$ cat config.mk
export PLATFORM = sky130hd
export DESIGN_NAME = image_buffer_controller
export DESIGN_NICKNAME = d
export VERILOG_FILES = /design/src/rtl/image_buffer_controller.sv
export SDC_FILE = /design/constraint.sdc
export NUM_CORES = 1
export LEC_CHECK = 0
export CAP_MARGIN = 15
export CORE_MARGIN = 2
export CORE_UTILIZATION = 40
export DETAILED_ROUTE_END_ITERATION = 10
export SETUP_SLACK_MARGIN = 0.05
export SLEW_MARGIN = 20
export SYNTH_ARGS = -nofsm -noshare
export SYNTH_HDL_FRONTEND = slang
export SYNTH_SLANG_ARGS = --single-unit
$ cat constraint.sdc
create_clock -name clock_spi_in -period 6.5 [get_ports clock_spi_in]
set_input_delay 0.65 -clock clock_spi_in [delete_from_list [all_inputs] [get_ports clock_spi_in]]
set_output_delay 0.65 -clock clock_spi_in [all_outputs]
set_load 0.02 [all_outputs]
$ cat src/rtl/image_buffer_controller.sv
// Capture sequencer and write-priority arbiter for the single-port image buffer (SPI clock domain).
// Define IMAGE_BUFFER_CHECKSUM_EN to build the running 16-bit checksum of stored bytes.
module image_buffer_controller #(
    parameter int CAPTURE_SIZE = 40000,
    parameter int ADDR_W       = 16
) (
    input  logic              clock_spi_in,
    input  logic              reset_spi_in,
    input  logic              capture_request_in,
    input  logic              frame_valid_in,
    input  logic              pixel_valid_in,
    input  logic [7:0]        pixel_data_in,
    input  logic              read_request_in,
    output logic [7:0]        read_data_out,
    output logic              read_valid_out,
    output logic [ADDR_W-1:0] bytes_remaining_out,
    output logic              capture_busy_out,
    output logic              overflow_out,
    output logic [15:0]       checksum_out,
    output logic [ADDR_W-1:0] buffer_address_out,
    output logic [7:0]        buffer_write_data_out,
    output logic              buffer_write_enable_out,
    input  logic [7:0]        buffer_read_data_in
);
    // One extra bit so a full buffer of 2^ADDR_W bytes is still countable.
    localparam int CNT_W = ADDR_W + 1;
    localparam logic [CNT_W-1:0] CAP = CNT_W'(CAPTURE_SIZE);

    typedef enum logic [1:0] {IDLE, ARMED, CAPTURING, DONE} state_t;

    state_t           state;
    logic             fv_prev;
    logic [CNT_W-1:0] write_count;
    logic [CNT_W-1:0] read_pointer;
    logic [CNT_W-1:0] remaining;
    logic             rd_pend, rd_s1, rd_s2, rd_real1, rd_real2;
    logic             fv_rise, fv_fall, arm, pix, write_now, drop_now;
    logic             rd_busy, rd_want, rd_issue, rd_hit;

    assign fv_rise   = frame_valid_in & ~fv_prev;
    assign fv_fall   = ~frame_valid_in & fv_prev;
    assign arm       = ((state == IDLE) || (state == DONE)) && capture_request_in;
    assign pix       = (state == CAPTURING) && pixel_valid_in;
    assign write_now = pix && (write_count < CAP);
    assign drop_now  = pix && !(write_count < CAP);
    assign remaining = write_count - read_pointer;

    // A read is outstanding from acceptance until its data is returned.
    assign rd_busy  = rd_pend | rd_s1 | rd_s2;
    assign rd_want  = rd_pend | (read_request_in & ~rd_busy);
    assign rd_issue = rd_want & ~write_now;
    assign rd_hit   = (state == DONE) && (remaining != '0);

    assign bytes_remaining_out = (state == DONE) ? remaining[ADDR_W-1:0] : '0;

    always_ff @(posedge clock_spi_in or posedge reset_spi_in) begin
        if (reset_spi_in) begin
            state                   <= IDLE;
            fv_prev                 <= 1'b0;
            write_count             <= '0;
            read_pointer            <= '0;
            capture_busy_out        <= 1'b0;
            overflow_out            <= 1'b0;
            buffer_address_out      <= '0;
            buffer_write_data_out   <= '0;
            buffer_write_enable_out <= 1'b0;
            rd_pend                 <= 1'b0;
            rd_s1                   <= 1'b0;
            rd_s2                   <= 1'b0;
            rd_real1                <= 1'b0;
            rd_real2                <= 1'b0;
            read_valid_out          <= 1'b0;
            read_data_out           <= '0;
        end else begin
            fv_prev <= frame_valid_in;

            case (state)
                IDLE, DONE: if (arm) begin
                    state            <= ARMED;
                    capture_busy_out <= 1'b1;
                end
                ARMED: if (fv_rise) state <= CAPTURING;
                CAPTURING: if (fv_fall) begin
                    state            <= DONE;
                    capture_busy_out <= 1'b0;
                end
                default: state <= IDLE;
            endcase

            // Port owner: write first; otherwise the address follows read_pointer.
            buffer_write_enable_out <= write_now;
            if (write_now) begin
                buffer_address_out    <= write_count[ADDR_W-1:0];
                buffer_write_data_out <= pixel_data_in;
                write_count           <= write_count + 1'b1;
            end else begin
                buffer_address_out <= read_pointer[ADDR_W-1:0];
            end
            if (drop_now) overflow_out <= 1'b1;

            rd_pend  <= rd_want & write_now;
            rd_s1    <= rd_issue;
            rd_real1 <= rd_issue & rd_hit;
            rd_s2    <= rd_s1;
            rd_real2 <= rd_real1;
            if (rd_issue && rd_hit) read_pointer <= read_pointer + 1'b1;

            read_valid_out <= rd_s2;
            if (rd_s2) read_data_out <= rd_real2 ? buffer_read_data_in : 8'h00;

            // Arming takes precedence over a read issued in the same cycle.
            if (arm) begin
                write_count  <= '0;
                read_pointer <= '0;
                overflow_out <= 1'b0;
            end
        end
    end

`ifdef IMAGE_BUFFER_CHECKSUM_EN
    logic [15:0] checksum;

    always_ff @(posedge clock_spi_in or posedge reset_spi_in) begin
        if (reset_spi_in)   checksum <= '0;
        else if (arm)       checksum <= '0;
        else if (write_now) checksum <= checksum + 16'(pixel_data_in);
    end

    assign checksum_out = checksum;
`else
    assign checksum_out = 16'h0000;
`endif

endmodule
======== Yosys cells after proc, flatten, opt, wreduce, memory -nomap -nowiden ========
Index checks and enable logic that the tools add are counted.
storage, ports and cells
  register bits ........................... 78
  bits in latches ......................... 0
  bits in writable memories ............... 0
  ROM bits ................................ 0
  output and inout bits ................... 68
  memories kept ........................... 0
operators by class
  $add $sub $neg .......................... 3
  $mul .................................... 0
  divide/modulo/power cells ............... 0
  magnitude comparators ................... 1
  eq/ne operators ......................... 6
  shifts and indexed selects .............. 0
  muxes and demuxes ....................... 16
  bitwise operators ....................... 13
  reductions and logical operators ........ 17
operator list
  cell                     count
  $mux W17                 4
  $add A17 B1 Y17 const B  2
  $mux W16                 2
  $lt A17 B16 Y1 const B   1
  $reduce_bool A17 Y1      1
  $sub A17 B17 Y17         1
  $mux W8                  1
  $reduce_bool A2 Y1       4
  $and A1 B1 Y1            6
  $logic_and A1 B1 Y1      6
  $mux W2                  3
  $ne A2 B2 Y1 const B     3
  $pmux W2 S3              1
  $reduce_and A3 Y1        2
  $eq A2 B2 Y1 const B     2
  $mux W1                  4
  $not A1 Y1               4
  $or A1 B1 Y1             3
  $eq A2 B1 Y1 const B     1
  $logic_not A2 Y1         1
  $pmux W1 S2              1
  $reduce_or A2 Y1         1
  $logic_not A1 Y1         1
  $logic_or A1 B1 Y1       1

======== Logic depth before layout (Yosys ltp) ========
Gate-level depths: netlist of run 1.
  depth in word-level cells ............... 9
  gate-level depth with buffers ........... 15
  mapped depth without buffers ............ 14

======== Least setup slack after synthesis of run 1 ========
OpenSTA, ideal clock, no wires.
  path type ............................... flip-flop to flip-flop
  from .................................... register write_count[0]
  to ...................................... register read_pointer[16]
  arrival time ............................ 3.117 ns
  data required time ...................... 6.422 ns
  slack ................................... 3.305 ns
  cell stages (with the launch flop) ...... 15
  buffers on the path ..................... 1
  cell sequence ........................... dfrtp_1 > inv_1 > ha_1 > inv_1 > fa_1 > a21o_1 > a221oi_2 > or3_1 > nand4_1 > a21boi_0 > nor4b_1 > a31o_1 > buf_6 > or4_1 > a21oi_1
between the ends
  word-level cells in the longest chain between the ends .. 6
  elaborated cells between the ends (all ways) .. 9
ends and longest elaborated chain
  element                                                   RTL line  text
  start, declared                                           33        logic [CNT_W-1:0] write_count;
  start signal, assigned                                    95        write_count <= write_count + 1'b1;
  branches (longest 4 deep; another with $sub A17 B17 Y17)  --
  $logic_and A1 B1 Y1 (*)                                   106       if (rd_issue && rd_hit) read_pointer <= read_pointer + 1'b1;
  $reduce_bool A2 Y1 (no line) (*)                          --
  end signal, assigned                                      106
  end, declared                                             34        logic [CNT_W-1:0] read_pointer;
Every way passes the cells marked *.
A chain may end at the register's enable or synchronous reset.

======== Final worst setup path of run 1 ========
  from .................................... register write_count[0]
  to ...................................... register read_pointer[15]
The elaborated chain is that of the path after synthesis.

==> results of run 1 <==
-- metrics by stage --
stage | cells | hold slack, ns | utilization (%) | total power, mW
final | 734 | 0.350 | 50.4 | 1.97
after global routing | 734 | 0.359 | 50.4 | 2.11
after CTS | 733 | 0.361 | 50.2 | 1.99
after detailed placement | 717 | 0.352 | 47.7 | 1.51
after global placement | 717 | 0.347 | 47.7 | 1.50
after floorplan | 536 | 0.331 | - | 1.19
-- metal layers --
metal	GRT usage, %	vias to the layer above	part of all wire [%]
met3	2.86	14	4.1
li1	-	1935	-
met5	0	-	0
met1	26.9	1838	49
met2	27.4	88	45
met4	7.15	0	2.1
-- registers in the layout (all words and copies together) (netlist names), 2 cells and up --
register and count:
read_data_out 8, state 2, buffer_write_data_out 8, read_pointer 17, write_count 17, buffer_address_out 16
-- layout make-up --
cell class | instances | area share (%)
clock buffers | 10 | 4.15
clock inverters | 6 | 0.783
inverters | 36 | 2.35
multi-input cells | 384 | 42.1
flip-flops and latches | 78 | 33.9
well taps | 143 | 3.11
repair buffers | 77 | 13.6
-- synthesized netlist by cell type (all sizes together) (6+ instances only) --
cell type,number
buf,27
nand3,12
a31o,8
nor2,49
a21oi,31
nor4,6
xor2,13
nand2,49
nand4,11
mux2,11
inv,36
o21ai,39
ha,23
a211oi,9
clkbuf,11
nor3,9
and3,14
and2,10
dfrtp,78
-- final timing paths --
path / start / end / slack (ns) / cells after the start
hold / removal: rd_real1 / rd_real2 / 0.35 / 0
max in group asynchronous: reset_spi_in / read_data_out[7] / 5.27 / 4
hold reg to reg: rd_real1 / rd_real2 / 0.35 / 0
min in group asynchronous: reset_spi_in / buffer_write_data_out[0] / 0.66 / 3
setup / recovery: write_count[0] / read_pointer[15] / 2.44 / 14
setup reg to reg: write_count[0] / read_pointer[15] / 2.44 / 14
-- kinds of logic after synthesis --
kind of cell / count (synthesis) / share of synthesized area [%]
simple gates: 189 / 20.3
compound gates: 123 / 17.1
flops: 78 / 41.8
buf+inv: 74 / 7.57
fa+ha+maj: 24 / 6.58
xor+xnor: 18 / 3.37
mux: 14 / 3.29
other cells: 1 / 0.0802
-- power groups by stage --
stage                     clock [mW]  sequential (mW)  combinational (mW)
final                          0.478            0.616               0.882
after global routing           0.512            0.625               0.968
after CTS                      0.488            0.617               0.889
after detailed placement           0            0.625               0.886
after global placement             0            0.620               0.878
after floorplan                    0            0.676               0.513
==> qor.txt, run 1 <==
Status: complete, no violations
PwrDens: 343 nW/um2
Period utilisation layout: 62.5%
Max-cap viol count: 0
Worst Tran Pin Value: 0.699 ns
Initial antenna violation count: 0
Post-DP Area: 5440 um2
Top Family by Delay on Critical Path: compound AO/OA/AOI/OAI gates
Filler cells: 1072
Sequential share of power: 31.2%
# setup viols final: 0
Area taken by multi-input logic gates: 2420 um2
Final Instance Area: 5760 um2
Worst clock skew: 0.00816 ns
CTS clk-pin slew, worst paths: 0.06 ns
Vias: 3875
CTS tree: yes
Via density: 5.28
Register Area: 1950 um2
Max Slew Vio Count: 0
Port bufs: 73
Min-delay worst type: reg -> reg
Vias in the first global route: 3702
Hold Vio Cnt, Final: 0
DR iter-0 viols: 278
Crit start category: register
Pleak: 2.51 nW
Switching Share: 38.0%
Post-CTS sizing: 0
Synthesized area: 4670 um2
Commonest cells after routing, fill and taps aside: 78 x dfrtp_1, 73 x clkdlybuf4s50_1, 49 x nor2_1, 49 x nand2_1, 39 x o21ai_0
Slew margin rel.: 53.0%
RSZ-0062 raised after global routing: false
Slowest stage delay, CP: 0.46 ns
Slowest-stage cell, CP: a31o_1
CTS root buffer: clkbuf_16
Post-DP HPWL: 8.38 mm
GR Util All Layers: 18.4%
Crit path arrival time: 4.31 ns
Total wire length: 11.3 mm
Sink Count: 78
Avg WL per Cell: 15.3 um
Number of synthesized register bits: 78
Synth-to-layout area growth: 23.1%
Crit path max fanout: 24
DR DRC count: 0
Hold_buf cts: 0
Register area share after synthesis: 41.8%
Synth top area share: 41.8%
CP bufs+invs: 3
Row count: 39
Number of CTS-inserted buffers: 9
Distinct cell type count after synthesis: 58
Clk_lat worst skew: 0.34 ns
First-pass GRT wire length: 18.6 mm
Mean cell area of the mapped netlist: 8.97 um2
Htree depth: 3
GPL Wtd Cong: 0.852
TNS Setup: 0 ns
Top cells by area, synth: dfrtp_1 42%, ha_1 6.2%, o21ai_0 4.2%, nand2_1 3.9%, nor2_1 3.9%
Number of routed nets with antenna violations: 0
Worst Path Required: 6.75 ns
Starting density of the core: 40.9%
Core area: 11400 um2
Postcts setup bufs: 0
Biggest area consumer among synthesized cells: dfrtp_1
Clock buffer depth: 2
Post-synth EDFFs: 0
Crit-path cells: inv_1 > ha_1 > inv_1 > fa_1 > a21o_1 > a221oi_2 > o21ai_0 > nor2_1 > o21bai_1 > nor4b_1 > a31o_1 > inv_1 > a31o_2 > a21oi_1
Largest net degree at the start of global routing: 79
Crit path time final: 4.06 ns
I/O pin count: 90
Die area: 12600 um2
Internal cell power: 1.22 mW
Syn Inst Count: 521
Crit-path most repeated cell: inv_1
Async set-reset flop share out of synthesis: 100%
FMAX: 0.246 GHz
Antenna diodes: 0
Yosys Warn Count: 0
Dpl ws: 2.48 ns
Final worst setup slack: 2.44 ns
Clock power share: 24.2%
Die Span X: 112 um
Layout cells sized above 1: 7.78%
Pre-antenna DRT Iters: 4
Commonest non-fill, non-tap cell in the layout: dfrtp_1
Nets@finish: 632
Kind of critical path: reg -> reg
Top FF cell, synth: dfrtp_1
Peak VDD IR: 0.169 mV
Chip Height: 112 um
NetSw: 751 uW
Combinational Power Share: 44.6%
GR Overflow Total: 0
CP Capture Type: register
Note: power is estimated with default switching activity, not from simulation.
==> run 2: changes to the inputs <==
Settings changed: PLACE_DENSITY set to 0.67.
Clock period 6.5 ns to 3.4 ns, I/O delays scaled along.
==> run 2 against run 1 <==
Net effect: utilization up 4.4 points; global-route usage up 0.37 points; clock power rose by 92%; critical path depth up 1; final cell count is 4.9% higher; largest cell class unchanged.
==> qor.txt, run 2 (synthesis results as in run 1) <==
Slowest stage delay, CP: 0.50 ns (+0.04 ns)
Clk_lat worst skew: 0.34 ns (about the same)
Number of CTS-inserted buffers: 9 (unchanged)
Kind of critical path: reg -> reg
Reg2reg path depth: 15 (+1)
Max-cap viol count: 0 (unchanged)
Layout Utilization: 54.9% (+4.4 points)
Clock buffer depth: 2 (unchanged)
First-pass GRT wire length: 19.3 mm (+3.6%)
Worst Path Required: 3.66 ns (-3.09 ns)
Hold Vio Cnt, Final: 0 (unchanged)
Layout cells sized above 1: 18.7% (+11 points)
Final Instance Area: 6260 um2 (+8.8%)
Commonest non-fill, non-tap cell in the layout: dfrtp_1
DR DRC count: 0 (unchanged)
Tot Pwr: 4.09 mW (+110%)
Period utilisation layout: 99.6% (+37 points)
Min-delay worst type: reg -> reg
Register Area: 1950 um2 (unchanged)
Vias: 4133 (+6.7%)
Worst clock skew: 0.00734 ns (-0.000822 ns)
Hold_buf cts: 0 (unchanged)
DR iter-0 viols: 288 (+3.6%)
CTS tree: yes
Pleak: 2.77 nW (+10%)
Vias in the first global route: 3952 (+6.8%)
Chip Height: 112 um (unchanged)
GR Overflow Total: 0 (unchanged)
Hold Path Depth: 0 (unchanged)
Starting density of the core: 40.9% (unchanged)
Via density: 5.37 (+1.7%)
Status: complete, no violations
Hold Slack: 0.363 ns (+0.0128 ns)
Max Slew Vio Count: 0 (unchanged)
Commonest cells after routing, fill and taps aside: 78 x dfrtp_1, 67 x clkdlybuf4s50_1, 49 x nand2_1
GPL Wtd Cong: 0.864 (+1.4%)
Area taken by multi-input logic gates: 2640 um2 (+8.8%)
FMAX: 0.295 GHz (+20%)
Filler cells: 1037 (-3.3%)
Core area: 11400 um2 (unchanged)
Initial antenna violation count: 0 (unchanged)
Sink Count: 78 (unchanged)
Antenna diodes: 0 (unchanged)
Worst Tran Pin Value: 0.922 ns (+0.223 ns)
Die Span X: 112 um (unchanged)
Biggest regs: read_pointer x17, write_count x17, buffer_address_out x16
CP Capture Type: register
Crit path arrival time: 3.64 ns (-0.67 ns)
GR Util All Layers: 18.7% (+0.37 points)
Total wire length: 11.9 mm (+5.5%)
Avg WL per Cell: 15.4 um (+0.52%)
I/O pin count: 90 (unchanged)
Slew margin rel.: 38.5% (-15 points)
CTS root buffer: clkbuf_16
Post-DP Area: 5680 um2 (+4.4%)
Slowest-stage cell, CP: or4_4
CTS clk-pin slew, worst paths: 0.06 ns (about the same)
Port bufs: 73 (unchanged)
Post-DP HPWL: 8.66 mm (+3.3%)
Largest net degree at the start of global routing: 79 (unchanged)
RSZ-0062 raised after global routing: true
Htree depth: 3 (unchanged)
Peak VDD IR: 0.506 mV (+200%)
Crit-path cells: inv_2 > ha_4 > inv_2 > fa_2 > a21o_4 > a221oi_4 > buf_4 > o21bai_1 > xor2_1 > o21bai_1 > nor4b_4 > a31o_4 > buf_6 > or4_4 > a21oi_2
Row count: 39 (unchanged)
Crit start category: register
Nets@finish: 668 (+5.7%)
PwrDens: 653 nW/um2 (+90%)
Synth-to-layout area growth: 34.0%
TNS Setup: 0 ns (unchanged)
Crit path time final: 3.39 ns (-0.677 ns)
# setup viols final: 0 (unchanged)
Pre-antenna DRT Iters: 5 (+1)
Crit path max fanout: 5 (-79%)
Number of routed nets with antenna violations: 0 (unchanged)
Die area: 12600 um2 (unchanged)
[run 2: cell types whose count changed in the layout (fill, tap and decap cells not counted), moves of 4 or more]
cell             previous run  this run
a211oi_1                    9         4
a211oi_2                    0         5
a21oi_1                    29        24
a21oi_2                     2         7
buf_4                       3        34
clkdlybuf4s50_1            73        67
ha_1                       23        18
ha_4                        0         4
[run 2: critical path: cells and delay by family (launching register included)]
| kind | cells | cell delay [ns] |
|---|---|---|
| and+or+nand+nor | 2 | 0.58 |
| xor gates and xnor gates | 1 | 0.22 |
| AOI/OAI and AO/OA | 6 | 1.24 |
| buffers and inverters | 4 | 0.41 |
| adders and majority gates | 2 | 0.48 |
| DFF | 1 | 0.38 |
[run 2: worst paths after layout]
path,from,endpoint,slack (ns)
setup reg to reg,write_count[0],read_pointer[8],0.01
setup / recovery,write_count[0],read_pointer[8],0.01
hold reg to reg,rd_real1,rd_real2,0.36
min in group asynchronous,reset_spi_in,read_data_out[5],0.42
max in group asynchronous,reset_spi_in,buffer_address_out[9],2.65
hold / removal,rd_real1,rd_real2,0.36
[run 2: per-layer routing]
layer | global-route usage (%) | up-vias | part of all wire (%) | wire, um
met5 | 0 | - | 0 | 0
met4 | 5.77 | 0 | 1.3 | 152
met3 | 2.38 | 13 | 4.2 | 501
met2 | 29.6 | 105 | 47 | 5560
met1 | 27.0 | 2008 | 48 | 5660
li1 | - | 2007 | - | -
[run 2: cell type report]
class / instances / area share [%]
sequential: 78 / 31.2
multi-input combinational: 384 / 42.1
clock buffer: 10 / 3.82
inverter: 36 / 2.20
timing repair buffer: 113 / 17.1
tap: 143 / 2.86
clock inverter: 6 / 0.719
[run 2: through the flow]
stage,setup slack [ns],instances
4_1_cts,0.0465,763
2_1_floorplan,0.205,536
3_3_place_gp,0.0482,747
6_report,0.0140,770
5_1_grt,-0.0896,770
3_5_place_dp,-0.0153,747
[run 2: power by group]
part           switching [mW]  leakage (nW)  total, mW  internal (mW)
registers              0.0933          1.05       1.17           1.07
clock network           0.399         0.131      0.916          0.517
logic                    1.07          1.59       2.01          0.939
total                    1.56          2.77       4.09           2.53
[run 2: what timing repair did]
item	CTS	global route
resized for setup	14	49
buffers inserted	0	5
cloned	0	2
hold endpoints to repair	0	0
setup endpoints to repair	13	21
pin swaps	2	17
==> run 3: changes to the inputs <==
Settings changed: CORE_MARGIN 2 to not set, RECOVER_POWER set to 100.
==> run 3 against run 2 <==
Net effect: critical path type unchanged; clock-buffer cell count unchanged; largest cell class unchanged; combinational power about the same; hold slack gained 0.0027 ns; worst setup slack gained 0.059 ns; critical endpoint is now read_pointer[16]; non-clock buffer count up 6; clock power up 10%; die area is 3.5% lower.
==> qor.txt, run 3 (synthesis results as in run 1) <==
DR DRC count: 0 (unchanged)
Die Span X: 110 um (-1.8%)
I/O pin count: 90 (unchanged)
Status: complete, no violations
Post-DP HPWL: 8.93 mm (+3.1%)
Hold Path Depth: 0 (unchanged)
CTS root buffer: clkbuf_16
Starting density of the core: 40.9% (unchanged)
Synth-to-layout area growth: 36.0%
Filler cells: 1017 (-1.9%)
Biggest regs: read_pointer x17, write_count x17, buffer_address_out x16
Crit start category: register
Commonest cells after routing, fill and taps aside: 77 x dfrtp_1, 49 x nor2_1, 49 x nand2_1
CTS clk-pin slew, worst paths: 0.06 ns (about the same)
Top Family by Delay on Critical Path: compound AO/OA/AOI/OAI gates
Vias: 4201 (+1.6%)
Period utilisation layout: 97.8% (-1.7 points)
Slowest stage delay, CP: 0.50 ns (about the same)
Avg WL per Cell: 16.0 um (+3.5%)
Number of routed nets with antenna violations: 0 (unchanged)
Crit path time final: 3.33 ns (-0.0594 ns)
Crit path arrival time: 3.57 ns (-0.07 ns)
Initial antenna violation count: 0 (unchanged)
Hold Slack: 0.366 ns (+0.00269 ns)
Peak VDD IR: 0.404 mV (-20%)
Worst clock skew: 0.00940 ns (+0.00206 ns)
CP bufs+invs: 3 (-1)
# setup viols final: 0 (unchanged)
Crit path max fanout: 5 (unchanged)
GR Overflow Total: 0 (unchanged)
Number of CTS-inserted buffers: 9 (unchanged)
Vias in the first global route: 3822 (-3.3%)
GPL Wtd Cong: 0.845 (-2.2%)
Pre-antenna DRT Iters: 6 (+1)
First-pass GRT wire length: 18.7 mm (-2.9%)
FMAX: 0.301 GHz (+1.8%)
Max Slew Vio Count: 0 (unchanged)
Max-cap viol count: 0 (unchanged)
Crit-path cells: inv_2 > ha_4 > inv_2 > fa_2 > a21o_1 > a22o_1 > o211ai_1 > a31oi_1 > xor2_1 > nor4b_4 > a31o_4 > buf_6 > or4_4 > a21oi_2
Slew margin rel.: 9.47% (-29 points)
Crit-path most repeated cell: inv_2
Pleak: 2.93 nW (+5.9%)
GR Util All Layers: 20.0% (+1.3 points)
Nets@finish: 674 (+0.90%)
Worst r2r dst: read_pointer[16]
PwrDens: 654 nW/um2 (+0.16%)
Htree depth: 3 (unchanged)
Antenna diodes: 0 (unchanged)
Hold Vio Cnt, Final: 0 (unchanged)
Chip Height: 110 um (-1.8%)
Sink Count: 78 (unchanged)
Row count: 39 (unchanged)
Die area: 12100 um2 (-3.5%)
RSZ-0062 raised after global routing: true
Reg2reg path depth: 14 (-1)
Largest net degree at the start of global routing: 44 (-44%)
Total wire length: 12.4 mm (+4.1%)
Worst Tran Pin Value: 1.36 ns (+0.434 ns)
Port bufs: 73 (unchanged)
Kind of critical path: reg -> reg
Hold endpoint: rd_real2
HP Start: rd_real1
CP Capture Type: register
Commonest non-fill, non-tap cell in the layout: dfrtp_1
CTS tree: yes
Core area: 11400 um2 (unchanged)
R2R Setup Slk: 0.07 ns (+0.06 ns)
Tot Pwr: 4.16 mW (+1.7%)
Clk_lat worst skew: 0.33 ns (about the same)
TNS Setup: 0 ns (unchanged)
Hold_buf cts: 0 (unchanged)
Worst Path Required: 3.65 ns (about the same)
Slowest-stage cell, CP: or4_4
Via density: 5.43 (+1.1%)
Layout cells sized above 1: 19.5% (+0.83 points)
DR iter-0 viols: 213 (-26%)
Worst r2r src: write_count[0]
Min-delay worst type: reg -> reg
Clock buffer depth: 2 (unchanged)
## run 3: cell types whose count changed in the layout (fill, tap and decap cells not counted), sizes merged
cell | previous run | this run
bufinv | 0 | 2
dlygate4sd2 | 3 | 4
buf | 39 | 42
clkinv | 2 | 1
clkbuf | 13 | 14
dlymetal6s2s | 1 | 2
inv | 37 | 36
clkdlybuf4s50 | 67 | 29
dlygate4sd3 | 0 | 38
clkinvlp | 3 | 1
## run 3: layer usage
| metal | routed length (um) | GRT usage, % | vias up | part of all wire [%] |
|---|---|---|---|---|
| met4 | 188 | 6.20 | 0 | 1.5 |
| met5 | 0 | 0 | - | 0 |
| li1 | - | - | 2016 | - |
| met1 | 5650 | 27.6 | 2058 | 46 |
| met2 | 5990 | 33.0 | 113 | 48 |
| met3 | 540 | 2.29 | 14 | 4.4 |
## run 3: final cells by class
cell class | instances | area (um2) | share of cell area [%]
sequential | 78 | 1950 | 30.7
tap | 143 | 179 | 2.81
timing repair buffer | 119 | 1130 | 17.7
clock inverter | 4 | 72.6 | 1.14
inverter | 36 | 138 | 2.16
multi-input combinational | 384 | 2650 | 41.7
clock buffer | 10 | 239 | 3.76
## run 3: timing repair
item | CTS | global route
setup buffers | 0 | 9
pin swaps | 1 | 21
cloned | 0 | 3
endpoints found under the setup margin | 6 | 21
gates resized for setup | 10 | 51
## run 3: worst max path at each step
stage                         start               end  slack, ns  cells past startpoint
floorplan            write_count[0]  read_pointer[16]       0.21                     14
global placement    read_pointer[1]   read_pointer[8]       0.11                     12
detailed placement  read_pointer[1]  read_pointer[16]       0.04                     12
CTS                  write_count[0]  read_pointer[16]       0.05                     15
global route         write_count[0]  read_pointer[16]      -0.06                     14
finish               write_count[0]  read_pointer[16]       0.07                     14
## run 3: report_power, final
part,switching (mW),total (mW),internal (mW)
Sequential,0.0885,1.16,1.07
Combinational,1.07,1.99,0.915
Clock,0.360,1.01,0.653
Total,1.52,4.16,2.64
## run 3: through the flow
| step | setup slack, ns | instances | utilization [%] | instance area [um2] |
|---|---|---|---|---|
| 6_report | 0.0734 | 774 | 55.7 | 6360 |
| 5_1_grt | -0.0619 | 774 | 55.7 | 6360 |
| 4_1_cts | 0.0510 | 762 | 52.9 | 6040 |
| 3_5_place_dp | 0.0446 | 748 | 49.9 | 5700 |
| 3_3_place_gp | 0.113 | 748 | 49.9 | 5700 |
| 2_1_floorplan | 0.205 | 536 | - | 4730 |
